[src/rtl/aes_ctr_sequencer.sv]
// AES-CTR job sequencer: pops plaintext blocks, runs the shared AES core on
// the running counter block, XORs in the keystream and presents ciphertext
// beats with incrementing destination addresses to the master write port.
module aes_ctr_sequencer #(
    parameter int CTR_WIDTH = 32
) (
    input  logic         HCLK,
    input  logic         HRESETn,
    input  logic         start,
    input  logic         abort,
    input  logic [15:0]  job_len,
    input  logic [127:0] cfg_key,
    input  logic [127:0] cfg_nonce,
    input  logic [31:0]  cfg_dest,
    input  logic         fifo_empty,
    input  logic [127:0] fifo_rdata,
    output logic         fifo_read,
    output logic         aes_start,
    output logic [127:0] aes_key,
    output logic [127:0] aes_block_in,
    input  logic         aes_done,
    input  logic [127:0] aes_block_out,
    output logic         out_valid,
    output logic [127:0] out_data,
    output logic [31:0]  out_addr,
    input  logic         out_ready,
    output logic         busy,
    output logic         done
);

    typedef enum logic [2:0] {
        IDLE     = 3'd0,
        FETCH    = 3'd1,
        ENC_REQ  = 3'd2,
        ENC_WAIT = 3'd3,
        OUT      = 3'd4,
        DONE     = 3'd5
    } state_t;

    // Selects the low CTR_WIDTH bits that form the incrementing counter field.
    // For CTR_WIDTH=128 the shift yields 0 and the subtraction all ones.
    localparam logic [127:0] CTR_MASK = (128'd1 << CTR_WIDTH) - 128'd1;

    state_t        state, nxt;
    logic [127:0]  key_r, ctr_r, pt_r, ct_r;
    logic [31:0]   addr_r;
    logic [15:0]   rem_r;
    logic          avail_r;
    logic          start_job, beat_ok;

    // avail_r is the FIFO non-empty flag from the previous cycle. The FIFO has
    // no other consumer, so once non-empty it stays non-empty until we pop;
    // gating the pop with this flop keeps fifo_empty off the fifo_read path.
    assign fifo_read    = (state == FETCH) && avail_r;
    assign aes_start    = (state == ENC_REQ);
    assign out_valid    = (state == OUT);
    assign done         = (state == DONE);
    assign busy         = (state != IDLE);
    assign aes_key      = key_r;
    assign aes_block_in = ctr_r;
    assign out_data     = ct_r;
    assign out_addr     = addr_r;

    assign start_job = (state == IDLE) && start && (job_len != 16'd0);
    assign beat_ok   = out_valid && out_ready;

    // State register.
    always_ff @(posedge HCLK or negedge HRESETn) begin
        if (!HRESETn) state <= IDLE;
        else          state <= nxt;
    end

    // Next-state logic; abort wins everywhere except IDLE.
    always_comb begin
        nxt = state;
        if (state != IDLE && abort) begin
            nxt = IDLE;
        end else begin
            case (state)
                IDLE:     if (start) nxt = (job_len == 16'd0) ? DONE : FETCH;
                FETCH:    if (fifo_read) nxt = ENC_REQ;
                ENC_REQ:  nxt = ENC_WAIT;
                ENC_WAIT: if (aes_done) nxt = OUT;
                OUT:      if (out_ready) nxt = (rem_r == 16'd1) ? DONE : FETCH;
                DONE:     nxt = IDLE;
                default:  nxt = IDLE;
            endcase
        end
    end

    // Job datapath: latch config, capture plaintext/ciphertext, advance per beat.
    always_ff @(posedge HCLK or negedge HRESETn) begin
        if (!HRESETn) begin
            key_r   <= '0;
            ctr_r   <= '0;
            pt_r    <= '0;
            ct_r    <= '0;
            addr_r  <= '0;
            rem_r   <= '0;
            avail_r <= 1'b0;
        end else begin
            avail_r <= !fifo_empty;
            if (start_job) begin
                key_r  <= cfg_key;
                ctr_r  <= cfg_nonce;
                addr_r <= cfg_dest;
                rem_r  <= job_len;
            end
            if (fifo_read) pt_r <= fifo_rdata;
            if (state == ENC_WAIT && aes_done) ct_r <= pt_r ^ aes_block_out;
            if (beat_ok) begin
                ctr_r  <= (ctr_r & ~CTR_MASK) | ((ctr_r + 128'd1) & CTR_MASK);
                addr_r <= addr_r + 32'd16;
                rem_r  <= rem_r - 16'd1;
            end
        end
    end

endmodule

[config.mk]
export PLATFORM = sky130hd
export DESIGN_NAME = aes_ctr_sequencer
export DESIGN_NICKNAME = d
export VERILOG_FILES = /design/src/rtl/aes_ctr_sequencer.sv
export SDC_FILE = /design/constraint.sdc
export NUM_CORES = 1
export LEC_CHECK = 0
export BUFFER_PORTS_ARGS = -buffer_cell sky130_fd_sc_hd__buf_2
export CORE_AREA = 5 5 383 385
export CTS_CLUSTER_SIZE = 12
export DETAILED_ROUTE_END_ITERATION = 16
export DIE_AREA = 0 0 388 390
export HOLD_SLACK_MARGIN = 0.06
export PLACE_DENSITY = 0.44
export SLEW_MARGIN = 20
export SYNTH_ARGS = -nofsm -noshare
export SYNTH_HDL_FRONTEND = slang
export SYNTH_SLANG_ARGS = --single-unit
[constraint.sdc]
create_clock -name HCLK -period 2.5 [get_ports HCLK]
set_input_delay 0.25 -clock HCLK [delete_from_list [all_inputs] [get_ports HCLK]]
set_output_delay 0.25 -clock HCLK [all_outputs]
set_load 0.05 [all_outputs]
==> impl_metrics.tcl <==
set metrics [dict create \
    status "complete, no violations" \
    ys_ff_latch 564 \
    row_count 139 \
    crit_type "reg2out" \
    period_share_pct 93.0 \
    synth-seq-area-share_pct 60.2 \
    r2r_cells 5 \
    critical_path_required_ps 2250 \
    die_w_um 388 \
    drt-pass1-iter-count 5 \
    path_cells "buf_4 -> nor2b_1 -> and2_4 -> buf_2" \
    drc_violation_total_after_the_first_tritonroute_iteration 1043 \
    worst_setup_slack_for_register_to_register_paths_ps 230 \
    timing.final.ws_setup_ps 176 \
    clock-root-buffer "sky130_fd_sc_hd__clkbuf_16" \
    core_area_um2 143000 \
    grt_antenna_before_repair 21 \
    slew_headroom_pct 57.8 \
    worst_case_setup_slack_after_placement_ps 221 \
    total_leakage_power_uw 0.0193 \
    drt-wirelength-per-cell_um 18.3 \
    r2r-start "rem_r[4]$_DFFE_PN0P_" \
    worstHoldPathType "in2async" \
    route.layer.met1.wl_um 43100 \
    vias 22745 \
    layout_min_cycle_time_ps 2320 \
    timing.critical_path.slowest_stage_cell "sky130_fd_sc_hd__dfrtp_1" \
    ios 988 \
    ir_drop_mv 1.01 \
    synth_ff_type "sky130_fd_sc_hd__dfrtp_1" \
    multiInputGateArea_um2 8830 \
    cp_data_arrival_time_ps 2070 \
    mostFrequentLayoutCell "sky130_fd_sc_hd__buf_2" \
    drc_errors 0 \
    layout-area-overhead-vs-synth_pct 68.4 \
    dr_wl_met3_um 7450 \
    layout.filler_cells 15174 \
    die_area_um2 151000 \
    clock-skew-final_ps 29.0 \
    grt_pass1_wl_um 158000 \
    drt-vias-per-instance 3.85 \
    fp.dieH_um 390 \
    synth.yosys.warnings 0 \
    synth_edf_count 0 \
    final_layout_size_suffix_gt1_share_pct 33.7 \
    met2_wirelength_um 52400 \
    finalSetupViolCount 0 \
    final-hold-violation-count 0 \
    crit_path_end_kind "output port" \
    net_count_after_synthesis 2897 \
    clk_pin_slew_worst_paths_ps 60 \
    dr.max_layer_used "met5" \
    final.setup.tns_ps 0 \
    setup_repair_after_global_routing_missed_its_margin "false" \
    post_synth.cell_area_avg_um2 10.1 \
    cts.htree.levels 3 \
    nets 4508 \
    grt_util_all_layers_pct 13.8 \
    netlist_instances 2326 \
    critical_path.max_stage_delay_ps 400 \
    clk_latency_ps 670 \
    slew_violations 0 \
    sum_of_overflow_across_all_layers_after_global_routing 0 \
    first_global_vias 23984 \
    maxCapViolations 0 \
    critical_path.max_fanout 11 \
    endpoint "fifo_read" \
    place.detailed.hpwl_um 82600 \
    grt_max_degree 81 \
    startpoint_types "flip-flop" \
    final-seq-area_um2 14100 \
    crit_start "state[1]$_DFFE_PN0P_" \
    final_antenna_net_count 0 \
    floorplan.initialDensity_pct 16.4 \
    tightestPinTransition_ps 628 \
    synth.lib_cells_used.distinct 58 \
    achievable-frequency_ghz 0.430 \
    numPortBuffers 987 \
    postSynth.asyncResetShare_pct 100 \
    cts_sinks 564 \
    power_density_nw_per_um2 1370 \
    tritoncts "done" \
    reg2reg_to "rem_r[15]$_DFFE_PN0P_" \
    place_congestion 0.862 \
    cts-buffers-inserted 71 \
    cts.path.max_buffers 3 \
    layout.cells.most_common_list "986 x sky130_fd_sc_hd__buf_2, 900 x sky130_fd_sc_hd__nand2_1, 567 x sky130_fd_sc_hd__dlygate4sd3_1" \
    synthesis.area_um2 23500 \
    drt_wl_total_um 108000 \
]
-- per-stage QoR --
step	util (%)	hold WS [ps]	instances	power (µW)	cell area, µm²
floorplan	-	-45.6	2326	34500	23500
global placement	22.0	198	5197	43300	31400
detailed placement	22.0	198	5197	43500	31400
CTS	27.7	78.7	5895	55000	39500
global route	27.7	112	5902	57200	39500
finish	27.7	145	5908	54200	39500
-- synth_stat cells, drive strengths merged, types with 3 or more instances --
cell type  number  area [µm²]
a31oi           7        43.8
nor2           31         116
a21o            3        22.5
o311ai         10        95.1
a211o           3        26.3
and2            5        31.3
a21oi          16        80.1
or3            12        77.6
o21ai         152         761
nand2         901        3380
nor2b           3        18.8
and4            3        26.3
nand3          60         300
dfrtp         564       14100
xor2            6        52.6
ha              4        50.1
a22oi           8        60.1
nand4          32         200
and3           11        68.8
mux2          128        1440
o211ai         31         233
xnor2         130        1140
nor3           12        60.1
buf            41         210
or4             5        46.3
a211oi          3        22.5
nor3b           4        30.0
nor4           17         113
a221o           6        60.1
clkbuf         79         298
inv            13        48.8
-- cell type report --
cell class | count | area share, %
sequential | 564 | 35.7
timing repair buffer | 1658 | 29.8
multi-input combinational | 1629 | 22.3
tap | 1903 | 6.03
clock buffer | 105 | 5.20
clock inverter | 23 | 0.731
inverter | 13 | 0.123
antenna | 13 | 0.0823
-- flip-flops by register name, indices dropped and copies added (netlist names) --
signal / count
aes_block_in: 128
aes_key: 128
avail_r: 1
out_addr: 32
out_data: 128
pt_r: 128
rem_r: 16
state: 3
-- routing by layer --
layer	global-route usage [%]	vias to the layer above
met4	6.65	6
met5	0	-
met2	23.3	783
met1	16.2	10807
met3	3.75	181
li1	-	10968
-- how the worst min path moves through the flow --
stage | end | slack, ps | from
after floorplan | aes_block_in[0]$_DFFE_PN0P_ | -50 | HRESETn
after global placement | aes_key[95]$_DFFE_PN0P_ | 200 | HRESETn
after detailed placement | aes_key[95]$_DFFE_PN0P_ | 200 | HRESETn
after CTS | aes_block_in[40]$_DFFE_PN0P_ | 80 | HRESETn
after global routing | aes_block_in[33]$_DFFE_PN0P_ | 110 | HRESETn
final | aes_block_in[33]$_DFFE_PN0P_ | 150 | HRESETn
-- critical path, delay by kind of cell (launching register included) --
kind | cells | cell delay, ps
buffers and inverters | 2 | 510
flip-flops | 1 | 400
AND/OR/NAND/NOR | 2 | 490
-- kinds of logic after synthesis --
logic type | Yosys count | synth area share (%)
mux | 128 | 6.14
flops | 564 | 60.2
compound gates | 257 | 6.65
buf+inv | 133 | 2.37
simple gates | 1104 | 19.4
fa+ha+maj | 4 | 0.213
xor+xnor | 136 | 5.08
-- power breakdown --
part / total, µW / switching [µW] / internal, µW
registers: 16600 / 3020 / 13600
logic: 27200 / 19800 / 7400
clock network: 10400 / 4470 / 5910
-- timing repair --
action	CTS	global route
pin swaps	1	0
hold buffers	567	0
setup endpoints to repair	2	1
buffers inserted	3	0
gates resized for setup	1	1
hold endpoints to repair	1048	0
No activity file was read; power rests on OpenSTA's default activity.
